File: config.mk
export PLATFORM = sky130hd
export DESIGN_NAME = uart_tx_mmio
export DESIGN_NICKNAME = d
export VERILOG_FILES = /design/src/rtl/uart_tx_mmio.sv
export SDC_FILE = /design/constraint.sdc
export NUM_CORES = 1
export LEC_CHECK = 0
export ABC_AREA = 1
export BUFFER_PORTS_ARGS = -buffer_cell sky130_fd_sc_hd__clkbuf_2
export CAP_MARGIN = 5
export CELL_PAD_IN_SITES_DETAIL_PLACEMENT = 0
export CELL_PAD_IN_SITES_GLOBAL_PLACEMENT = 1
export CORE_MARGIN = 2
export CORE_UTILIZATION = 34
export CTS_CLUSTER_SIZE = 30
export DETAILED_ROUTE_END_ITERATION = 10
export HOLD_SLACK_MARGIN = 0.02
export PLACE_DENSITY_LB_ADDON = 0.05
export SLEW_MARGIN = 20
export SYNTH_ARGS = -nofsm -noshare
export SYNTH_HDL_FRONTEND = slang
export SYNTH_SLANG_ARGS = --single-unit
File: constraint.sdc
create_clock -name clk -period 3.7 [get_ports clk]
set_input_delay 0.74 -clock clk [delete_from_list [all_inputs] [get_ports clk]]
set_output_delay 0.74 -clock clk [all_outputs]
set_load 0.02 [all_outputs]
File: src/rtl/uart_tx_mmio.sv
// Memory-mapped 8N1 UART transmitter: CPU stores to DATA fill a small FIFO that a
// baud-rate shifter drains onto tx; STATUS is read back with one-cycle latency.
module uart_tx_mmio #(
    parameter logic [15:0] BASE_ADDR    = 16'hF000,
    parameter int          CLKS_PER_BIT = 139,
    parameter int          FIFO_DEPTH   = 8
) (
    input  logic        clk,
    input  logic        rst,
    input  logic [15:0] dbus_addr,
    input  logic [31:0] dbus_write,
    input  logic        dbus_wen,
    output logic [31:0] dbus_read,
    output logic        tx,
    output logic [1:0]  dbg_state_o
);
    localparam int PTR_W  = $clog2(FIFO_DEPTH);
    localparam int CNT_W  = PTR_W + 1;
    localparam int BAUD_W = $clog2(CLKS_PER_BIT);

    typedef enum logic [1:0] {S_IDLE, S_START, S_DATA, S_STOP} state_e;

    state_e              state_q, state_d;
    logic [BAUD_W-1:0]   baud_q, baud_d;
    logic [2:0]          idx_q, idx_d;
    logic [7:0]          shift_q, shift_d;
    logic                tx_q, tx_d;
    logic [PTR_W-1:0]    rd_ptr_q, wr_ptr_q;
    logic [CNT_W-1:0]    count_q, count_d;
    logic                overflow_q, overflow_d;
    logic [31:0]         rdata_q, rdata_d;
    logic [7:0]          mem_q [FIFO_DEPTH];

    logic        sel_data, sel_stat, full, empty, push, pop, baud_last;
    logic [31:0] cnt_ext;
    logic [3:0]  cnt_sat;
    logic [31:0] status;

    // The bus has no handshake: a store is accepted on every edge where dbus_wen is high.
    assign sel_data  = (dbus_addr == BASE_ADDR);
    assign sel_stat  = (dbus_addr == BASE_ADDR + 16'd1);
    assign full      = (count_q == CNT_W'(FIFO_DEPTH));
    assign empty     = (count_q == '0);
    assign push      = dbus_wen && sel_data && !full;
    assign baud_last = (baud_q == BAUD_W'(CLKS_PER_BIT - 1));

    always_comb begin
        state_d = state_q;
        baud_d  = baud_q + BAUD_W'(1);
        idx_d   = idx_q;
        shift_d = shift_q;
        pop     = 1'b0;
        case (state_q)
            S_IDLE: begin
                baud_d = '0;
                if (!empty) begin
                    pop     = 1'b1;
                    shift_d = mem_q[rd_ptr_q];
                    state_d = S_START;
                end
            end
            S_START: begin
                if (baud_last) begin
                    baud_d  = '0;
                    idx_d   = 3'd0;
                    state_d = S_DATA;
                end
            end
            S_DATA: begin
                if (baud_last) begin
                    baud_d = '0;
                    if (idx_q == 3'd7) state_d = S_STOP;
                    else               idx_d   = idx_q + 3'd1;
                end
            end
            S_STOP: begin
                if (baud_last) begin
                    baud_d = '0;
                    // Chain straight into the next start bit when more data is queued.
                    if (!empty) begin
                        pop     = 1'b1;
                        shift_d = mem_q[rd_ptr_q];
                        state_d = S_START;
                    end else begin
                        state_d = S_IDLE;
                    end
                end
            end
            default: state_d = S_IDLE;
        endcase

        case (state_d)
            S_START: tx_d = 1'b0;
            S_DATA:  tx_d = shift_d[idx_d];
            default: tx_d = 1'b1;
        endcase
    end

    always_comb begin
        count_d = count_q;
        case ({push, pop})
            2'b10:   count_d = count_q + CNT_W'(1);
            2'b01:   count_d = count_q - CNT_W'(1);
            default: count_d = count_q;
        endcase

        overflow_d = overflow_q;
        if (dbus_wen && sel_data && full)                overflow_d = 1'b1;
        else if (dbus_wen && sel_stat && dbus_write[3]) overflow_d = 1'b0;

        cnt_ext = 32'(count_q);
        cnt_sat = (cnt_ext > 32'd15) ? 4'hF : cnt_ext[3:0];
        status  = {24'd0, cnt_sat, overflow_q, (state_q != S_IDLE), empty, full};
        rdata_d = (sel_data || sel_stat) ? status : 32'd0;
    end

    always_ff @(posedge clk or posedge rst) begin
        if (rst) begin
            state_q    <= S_IDLE;
            baud_q     <= '0;
            idx_q      <= '0;
            shift_q    <= '0;
            tx_q       <= 1'b1;
            rd_ptr_q   <= '0;
            wr_ptr_q   <= '0;
            count_q    <= '0;
            overflow_q <= 1'b0;
            rdata_q    <= '0;
        end else begin
            state_q    <= state_d;
            baud_q     <= baud_d;
            idx_q      <= idx_d;
            shift_q    <= shift_d;
            tx_q       <= tx_d;
            count_q    <= count_d;
            overflow_q <= overflow_d;
            rdata_q    <= rdata_d;
            if (push) wr_ptr_q <= wr_ptr_q + PTR_W'(1);
            if (pop)  rd_ptr_q <= rd_ptr_q + PTR_W'(1);
        end
    end

    // Storage needs no reset; occupancy is tracked by the pointers and count.
    always_ff @(posedge clk) begin
        if (push) mem_q[wr_ptr_q] <= dbus_write[7:0];
    end

    assign tx          = tx_q;
    assign dbus_read   = rdata_q;
    assign dbg_state_o = state_q;
endmodule
; Word-level counts from Yosys, hierarchy flattened
; Memory sizes are Yosys's and may differ from the RTL's.
; Cells that the tools add are included.
[op_classes]
addsub = 6
mul = 0
div_mod_pow = 0
order_cmp = 1
n_eq_ne = 12
shifts = 0
n_mux = 28
n_bitwise = 0
n_reduce_logical = 13
[op_table]
columns = operator, count
row1 = $eq 16x16->1 const B, 2
row2 = $mux 8, 4
row3 = $pmux 8 s2, 2
row4 = $mux 2, 5
row5 = $add 3x1->3 const B, 3
row6 = $mux 3, 3
row7 = $add 8x1->8 const B, 1
row8 = $eq 2x2->1 const B, 4
row9 = $eq 8x8->1 const B, 1
row10 = $mux 1, 8
row11 = $pmux 2 s4, 1
row12 = $pmux 4 s2, 1
row13 = $eq 2x1->1 const B, 3
row14 = $pmux 3 s2, 1
row15 = $reduce_bool 2->1, 3
row16 = $logic_and 1x1->1, 5
row17 = $add 4x1->4 const B, 1
row18 = $eq 4x4->1 const B, 1
row19 = $logic_not 4->1, 1
row20 = $lt 3x4->1 const B, 1
row21 = $pmux 1 s2, 2
row22 = $sub 4x1->4 const B, 1
row23 = $bmux 1 s3, 1
row24 = $eq 3x3->1 const B, 1
row25 = 4 further kinds, 4
[word_totals]
reg_bits = 41
latch_bits = 0
ramBits = 64
mem_bits_ro = 0
out_inout_bits = 35
n_memories = 1
[mem_list]
columns = memory, depth, word_bits, read_ports, rd_clocked_by_memory_dff, write_ports, line_no
row1 = mem_q, 8, 8, 1, 0, 1, 32  ; logic [7:0] mem_q [FIFO_DEPTH];

; Depth between registers and ports, before layout
; Gate-level depths: netlist of run 1.
[logic_depth]
ltp_word = 7
depth_mapped = 18

; Least setup slack after synthesis of run 1
; OpenSTA, ideal clock, no wires.
[synth_timing]
path_type = flip-flop to flip-flop
from = reg state_q[0], in the netlist dbg_state_o[0]
to = reg count_q[3], in the netlist cnt_sat[3]
arrival_time_ns = 2.546
required_time_ns = 3.575
path_slack_ns = 1.029
path_stages_with_launch = 16
n_path_buf = 1
cell_sequence = dfrtp_1 inv_1 ha_1 inv_1 nand2_1 a21oi_4 buf_8 ha_1 ha_1 nand2_1 nor2_1 a211oi_1 nor2_1 nor2_1 nand2_1 xor2_1
[synth_between]
elab_chain_cells = 4
elab_cells_between_ends = 7
[synth_rtl]
columns = item, line_no
row1 = start: declaration, 23  ; state_e state_q, state_d;
row2 = start signal: assignment, 130  ; state_q <= state_d;
row3 = $eq 2x2->1 / $logic_not 2->1 (equally long branches), 53  ; case (state_q)
row4 = $pmux 1 s2 *, 53
row5 = net pop, 34  ; logic sel_data, sel_stat, full, empty, push, pop, baud_last;
row6 = $eq 2x1->1 / $eq 2x2->1 (equally long branches), 101  ; case ({push, pop})
row7 = $pmux 4 s2 / $reduce_bool 2->1 (equally long branches), -
row8 = end signal: assignment, 135  ; count_q <= count_d;
row9 = end: declaration, 29  ; logic [CNT_W-1:0] count_q, count_d;
; The timed path passes the listed nets; every way through them passes the cells marked *.
; A chain may end at the register's enable or synchronous reset.

; Worst setup path in the final report of run 1
[layout_timing]
from = reg state_q[0], in the netlist dbg_state_o[0]
to = reg count_q[3], in the netlist cnt_sat[3]
[layout_between]
elab_chain_cells = 4
elab_cells_between_ends = 7
[layout_rtl]
columns = item, line_no
row1 = $eq 2x2->1 / $logic_not 2->1 (equally long branches), 53
row2 = $pmux 1 s2 *, 53
row3 = $eq 2x1->1 / $eq 2x2->1 (equally long branches), 101
row4 = $pmux 4 s2 / $reduce_bool 2->1 (equally long branches), -
; Every way passes the cells marked *; elsewhere a longest branch is shown, timed or not.

==> results.yml, run 1 <==
finish:
  diodes: 0
  final-instance-count-excl-fill: 767
  area_delta_synth_final_pct: 12.1
  fillCellCount: 1468
  nets: 644
  layout_commonest_cell: "nand2_1"
  most-common-layout-cells: "nand2_1, edfxtp_1, nor2_1"
  final_core_util_pct: 39.0
  layout-drive-gt1-share_pct: 16.0
  final_area_um2: 5690
detailed_routing:
  detail_route.iter0.violations: 149
  wl_mm: 10.6
  wl_per_cell_um: 13.8
  num_vias: 3378
  drc: 0
  viasPerCell: 4.40
  dr.pass1.iters: 4
  antenna_left: 0
logic_synthesis:
  synth.distinct_cells: 39
  yosys_register_bits: 105
  syn_area_um2: 5080
  synthCells: 531
  yosysSeqAreaShare_pct: 58.1
  yosysWarnings: 0
  syn_area_per_cell_um2: 9.56
grt:
  grt_use_total_pct: 14.1
  antenna_found_initial: 0
  grt_pass1_wl_mm: 17.0
  grt.overflow.total: 0
  grt_max_degree: 42
  grt_pass1_vias: 3216
critical_path:
  end_kind: "register"
  arrival_ns: 2.86
  critPathMaxStageDelay_ns: 0.43
  cp-start-kind: "register"
  crit_chain: "inv_1, ha_1, inv_1, nand2_1, a21oi_4, ha_1, ha_1, nand2_1, nor2_1, a211oi_1, nor2_1, nor2_1, nand2_1, xor2_1"
  worst_ep_required_time_ns: 3.93
  slowest_stage: "dfrtp_1"
  cp_max_fo: 7
  crit_type: "reg -> reg"
sta:
  finClkSkew_ns: 0.00767
  timing.fmax_mhz: 380
  drv_slew: 0
  slew_headroom_pct: 61.3
  rsz0062_at_grt: "false"
  setup_tns_ns: 0
  fin_crit_ns: 2.63
  period_share_pct: 71.1
  fin_ws_ns: 1.07
  hold_ws_ns: 0.480
  finalHoldViolations: 0
  setup_viol: 0
  worst_pin_slew_ns: 0.580
clock_tree:
  hold_buffers: 0
  cts_tree: "done"
  cts_resized: 0
  clk_path_buf_depth: 2
  clkLatencyLatePin_ns: 0.34
  numCtsBuffers: 9
  path_clk_slew_ns: 0.07
  cts_setup_buffers: 0
  root_buffer: "clkbuf_16"
  cts.sinks: 105
  cts_max_level: 3
floorplanning:
  die_h_um: 126
  die_area_um2: 15900
  num_rows: 44
  ioPinCount: 86
  initial_utilization_pct: 34.8
  core_um2: 14600
  die_w_um: 126
pwr:
  powerDensity_nw_per_um2: 384
  leakage_nw: 2.67
  p_total_mw: 2.18
  ir_drop_mv: 0.266
status:
  status: "finished clean"
place:
  place_inst: 752
  portBuffers: 37
  routabilityCongestion: 0.714
  post-dp-hpwl_mm: 7.05
  place_ws_ns: 0.840
  placed_cell_area_um2: 5420
hold_path:
  min_path_type: "reg -> reg"
run:
  cap_viol_max_count: 0
-- sequential cells by signal, summed over array words and instances (netlist names) --
signal	flops
dbus_read	8
dbg_state_o	2
rd_ptr_q	3
overflow_q	1
idx_q	3
mem_q	64
baud_q	8
tx	1
cnt_sat	4
wr_ptr_q	3
shift_q	8
-- layer usage --
layer | vias to the layer above | wire length [µm] | track usage, %
li1 | 1750 | - | -
met1 | 1563 | 5230 | 18.6
met2 | 59 | 5000 | 23.1
met3 | 6 | 281 | 3.95
met4 | 0 | 71 | 3.30
met5 | - | 0 | 0
-- synth_stat cells (all sizes together) --
master  instances  area [µm²]
a211oi          2        20.0
a21oi           3        26.3
a31oi           1        6.26
and3            1        6.26
buf            32         240
clkbuf          3        11.3
clkinv          1        3.75
conb            1        3.75
dfrtp          40        1000
dfstp           1        26.3
edfxtp         64        1920
fa              1        20.0
ha             13         163
inv            46         173
nand2         192         761
nand3          13        82.6
nand4           3        18.8
nor2           52         233
nor3           12        60.1
nor4            3        18.8
o21a            1        7.51
o21ai          33         165
o21bai          1        7.51
o31ai           1        7.51
or2             1        6.26
xnor2           2        17.5
xor2            8        70.1
-- worst max-delay path, delay by kind of cell (launching register included) --
kind / cells / cell delay (ns)
buffers and inverters: 2 / 0.24
and+or+nand+nor: 6 / 0.41
xor gates and xnor gates: 1 / 0.13
AOI/OAI and AO/OA: 2 / 0.41
DFF: 1 / 0.43
adders and majority gates: 3 / 0.89
-- cell type report --
class                           instances  area, µm²  share of cell area [%]
Clock buffer                            9        225                    3.96
Timing Repair Buffer                   49        275                    4.84
Clock inverter                          6       46.3                   0.814
Inverter                               47        176                    3.10
Tap cell                              184        230                    4.05
Multi-Input combinational cell        367       1790                    31.4
Sequential cell                       105       2950                    51.8
-- logic make-up after synthesis --
| group | share of synthesized area (%) |
|---|---|
| adders and majority gates | 3.60 |
| and+or+nand+nor | 23.4 |
| AOI/OAI and AO/OA | 4.73 |
| other | 0.0739 |
| DFF | 58.1 |
| buffers and inverters | 8.43 |
| xor gates and xnor gates | 1.73 |
-- power breakdown --
group          switching, mW  internal [mW]
clock                  0.427          0.455
combinational         0.0449         0.0120
sequential         0.0000471           1.24
total                  0.472           1.71
-- worst paths after layout --
path                                startpoint        endpoint  slack, ns  cells after the start
worst max-delay path            dbg_state_o[0]      cnt_sat[3]       1.07                     14
worst min-delay path                shift_q[1]      shift_q[1]       0.48                      2
worst max register to register  dbg_state_o[0]      cnt_sat[3]       1.07                     14
worst min register to register      shift_q[1]      shift_q[1]       0.48                      2
max in group asynchronous                  rst              tx       2.83                      3
min in group asynchronous                  rst  dbg_state_o[1]       0.50                      3
Note: power is estimated with default switching activity, not from simulation.
==> inputs of run 2 (changes only) <==
- clock period: 3.7 -> 2.6 ns (I/O delays scaled with it)
==> run 2 against run 1 <==
Against the previous run:
- core utilization increased by 0.74 points
- clock skew increased by 0.0016 ns
- global-route usage increased by 0.068 points
- power increased by 48%
- design area increased by 1.9%
- sequential share of layout area decreased by 0.92 points
- non-clock buffer count increased by 10
- critical endpoint unchanged
- highest routed layer unchanged
==> results.yml, run 2 (same netlist as run 1, synthesis figures left out) <==
critical_path:
  r2r_slack_ns: 0.21
  crit_start: "baud_q[0]"
  arrival_ns: 2.63
  cp_max_fo: 5
  end_kind: "register"
  crit_type: "reg -> reg"
  worst_ep_required_time_ns: 2.84
  r2r-start: "baud_q[0]"
  cp-start-kind: "register"
finish:
  diodes: 0
  fillCellCount: 1447
  nets: 654
  final-instance-count-excl-fill: 778
  largest_reg_flops: 64
  layout-drive-gt1-share_pct: 17.7
  most-common-layout-cells: "nand2_1, edfxtp_1, nor2_1"
  seq_area_um2: 2950
  layout_commonest_cell: "nand2_1"
  multi_input_area_um2: 1790
  area_delta_synth_final_pct: 14.2
  regMostFlops: "mem_q"
floorplanning:
  die_w_um: 126
  num_rows: 44
  initial_utilization_pct: 34.8
  core_um2: 14600
  die_h_um: 126
  ioPinCount: 86
  die_area_um2: 15900
detailed_routing:
  num_vias: 3460
  wl_mm: 10.6
  wl_per_cell_um: 13.7
  drc: 0
  antenna_left: 0
  viasPerCell: 4.45
  detail_route.iter0.violations: 173
  dr.pass1.iters: 4
pwr:
  p_total_mw: 3.23
  ir_drop_mv: 0.295
  leakage_nw: 2.74
  powerDensity_nw_per_um2: 558
place:
  routabilityCongestion: 0.740
  place_ws_ns: -0.0409
  portBuffers: 37
  post-dp-hpwl_mm: 7.29
  place_inst: 762
grt:
  antenna_found_initial: 0
  grt_max_degree: 42
  grt_pass1_wl_mm: 17.0
  grt_use_total_pct: 14.1
  grt_pass1_vias: 3273
  grt.overflow.total: 0
sta:
  finalHoldViolations: 0
  finClkSkew_ns: 0.00931
  setup_viol: 0
  slew_headroom_pct: 62.8
  fin_ws_ns: 0.211
  period_share_pct: 91.9
  fin_crit_ns: 2.39
  rsz0062_at_grt: "false"
  worst_pin_slew_ns: 0.558
  timing.fmax_mhz: 419
  hold_ws_ns: 0.270
  drv_slew: 0
clock_tree:
  hold_buffers: 0
  clk_path_buf_depth: 2
  numCtsBuffers: 9
  cts_max_level: 3
  clkLatencyLatePin_ns: 0.36
  cts.sinks: 105
  cts_setup_buffers: 0
  root_buffer: "clkbuf_16"
  cts_resized: 0
  cts_tree: "done"
  path_clk_slew_ns: 0.07
run:
  cap_viol_max_count: 0
hold_path:
  min_path_type: "in -> async"
status:
  status: "finished clean"
## run 2: changes by cell type in the layout (fill, tap and decap cells not counted), sizes merged
cell,change
clkbuf,+2
inv,+2
buf,+10
bufinv,+1
clkinv,-2
clkinvlp,-2
## run 2: power by group
group	internal, mW	total (mW)	switching (mW)
Sequential	1.77	1.77	0.0000746
Combinational	0.0170	0.0794	0.0624
Clock	0.758	1.38	0.624
Total	2.55	3.23	0.687
## run 2: metal layers
metal  share of wire, %  track usage (%)
met1                 49             18.8
met2                 47             23.0
met3                2.9             2.93
met4                1.5             4.98
met5                  0                0
## run 2: worst paths after layout
check	endpoint	cells after the start
setup / recovery	cnt_sat[3]	15
max in group asynchronous	dbg_state_o[1]	3
setup reg to reg	cnt_sat[3]	15
hold reg to reg	shift_q[1]	2
min in group clk	mem_q[5][5]	1
hold / removal	dbus_read[2]	3
## run 2: worst max-delay path, cell delays in order, from the launching register on
cell and delay (ns):
dfrtp_1 0.41, inv_1 0.07, ha_1 0.14, inv_1 0.08, nor2_8 0.17, nand3_4 0.11, a21oi_4 0.17, ha_1 0.22
ha_1 0.28, nand2_1 0.08, nor2_1 0.04, a211oi_2 0.16, nor2_1 0.06, nor2_1 0.08, nand2_1 0.07, xor2_1 0.13
## run 2: layout make-up
type / count / area share [%]
sequential: 105 / 50.9
multi-input combinational: 367 / 30.9
timing repair buffer: 59 / 6.04
clock buffer: 11 / 4.01
tap: 184 / 3.97
inverter: 47 / 3.04
clock inverter: 5 / 1.10
## run 2: stage by stage
step	instance area, µm²	util, %	TNS (ns)
final	5800	39.7	0
after global routing	5800	39.7	0
after CTS	5790	39.7	0
after floorplan	5170	-	0
after global placement	5500	37.7	0
after detailed placement	5500	37.7	-0.0409
==> inputs of run 3 (changes only) <==
- clock period: 2.6 -> 3 ns (I/O delays scaled with it)
==> run 3 against run 2 <==
Against the previous run:
- sequential share of layout area increased by 0.59 points
- critical path depth down 1
- flip-flop and latch count unchanged
- setup slack improved by 0.15 ns
- largest power group unchanged
==> results.yml, run 3 (same netlist as run 1, synthesis figures left out) <==
status:
  status: "finished clean"
critical_path:
  arrival_ns: 2.87
  cp_max_fo: 7
  crit_type: "reg -> reg"
  worst_ep_required_time_ns: 3.24
  cp-start-kind: "register"
  slowest_stage: "dfrtp_1"
  end_kind: "register"
  critPathMaxStageDelay_ns: 0.42
  crit_chain: "inv_1, ha_1, inv_1, nand2_1, a21oi_4, ha_1, ha_1, nand2_1, nor2_1, a211oi_1, nor2_1, nor2_1, nand2_1, xor2_1"
floorplanning:
  die_h_um: 126
  num_rows: 44
  ioPinCount: 86
  die_area_um2: 15900
  initial_utilization_pct: 34.8
  core_um2: 14600
  die_w_um: 126
place:
  post-dp-hpwl_mm: 7.28
  portBuffers: 37
  place_inst: 755
  routabilityCongestion: 0.766
  place_ws_ns: 0.213
  placed_cell_area_um2: 5440
clock_tree:
  clk_path_buf_depth: 2
  hold_buffers: 0
  cts_resized: 0
  cts_tree: "done"
  root_buffer: "clkbuf_16"
  cts_max_level: 3
  cts_setup_buffers: 0
  path_clk_slew_ns: 0.07
  cts.sinks: 105
  numCtsBuffers: 9
  clkLatencyLatePin_ns: 0.35
finish:
  most-common-layout-cells: "nand2_1, edfxtp_1, nor2_1"
  largest_reg_flops: 64
  area_delta_synth_final_pct: 12.8
  diodes: 0
  final_area_um2: 5730
  regMostFlops: "mem_q"
  nets: 647
  layout_commonest_cell: "nand2_1"
  layout-drive-gt1-share_pct: 16.5
  final-instance-count-excl-fill: 771
pwr:
  internal_power_mw: 2.13
  ir_drop_mv: 0.349
  seqPwrFrac_pct: 56.0
  p_total_mw: 2.74
  switching_share_pct: 22.4
  powerDensity_nw_per_um2: 479
  p_sw_mw: 0.615
  power.share.clock_pct: 41.5
  combPwrFrac_pct: 2.5
  leakage_nw: 2.70
sta:
  setup_viol: 0
  worst_pin_slew_ns: 0.615
  period_share_pct: 87.8
  fin_ws_ns: 0.365
  finalHoldViolations: 0
  finClkSkew_ns: 0.0111
  setup_tns_ns: 0
  slew_headroom_pct: 58.9
  rsz0062_at_grt: "false"
  fin_crit_ns: 2.64
  timing.fmax_mhz: 379
  drv_slew: 0
detailed_routing:
  antenna_left: 0
  num_vias: 3432
  drc: 0
  detail_route.iter0.violations: 151
  viasPerCell: 4.45
  dr.pass1.iters: 4
  wl_per_cell_um: 13.7
  wl_mm: 10.6
grt:
  grt_use_total_pct: 14.0
  antenna_found_initial: 0
  grt.overflow.total: 0
  grt_max_degree: 39
  grt_pass1_vias: 3284
  grt_pass1_wl_mm: 17.0
hold_path:
  min_path_type: "in -> async"
run:
  cap_viol_max_count: 0
[run 3: power groups by stage]
stage	clock, mW	sequential [mW]	combinational, mW
floorplan	0	1.57	0.0615
global placement	0	1.57	0.0696
detailed placement	0	1.57	0.0705
CTS	1.18	1.53	0.0706
global route	1.23	1.53	0.0775
finish	1.14	1.53	0.0684
[run 3: per-layer routing]
layer / up-vias / routed length [µm] / global-route usage (%)
li1: 1759 / - / -
met1: 1594 / 5030 / 18.3
met2: 68 / 4970 / 22.5
met3: 11 / 413 / 4.16
met4: 0 / 164 / 4.52
met5: - / 0 / 0
[run 3: cell type report]
cell class | count | area [µm²]
sequential | 105 | 2950
clock buffer | 9 | 225
fill | 1442 | 8860
multi-input combinational | 367 | 1790
inverter | 47 | 176
tap | 184 | 230
clock inverter | 7 | 60.1
timing repair buffer | 52 | 298
[run 3: path summary, 6_finish.rpt]
path	start	end	slack [ns]	cells after the start
worst min-delay path	rst	cnt_sat[1]	0.30	2
worst max register to register	dbg_state_o[0]	cnt_sat[3]	0.36	14
worst min register to register	shift_q[7]	shift_q[7]	0.48	2
worst max-delay path	dbg_state_o[0]	cnt_sat[3]	0.36	14
min in group clk	shift_q[7]	shift_q[7]	0.48	2
max in group asynchronous	rst	shift_q[2]	2.06	3
[run 3: critical path, delay by kind of cell, from the launching register on]
kind	cells	cell delay, ns
adder cells (fa/ha/maj)	3	0.92
AND/OR/NAND/NOR	6	0.43
flip-flops	1	0.42
AO/OA/AOI/OAI	2	0.38
buffers and inverters	2	0.25
XOR/XNOR	1	0.13
[run 3: metrics by stage]
step,util (%),hold WS [ns]
floorplan,-,0.445
finish,39.2,0.302
CTS,39.2,0.381
global route,39.2,0.346
global placement,37.3,0.465
detailed placement,37.3,0.462
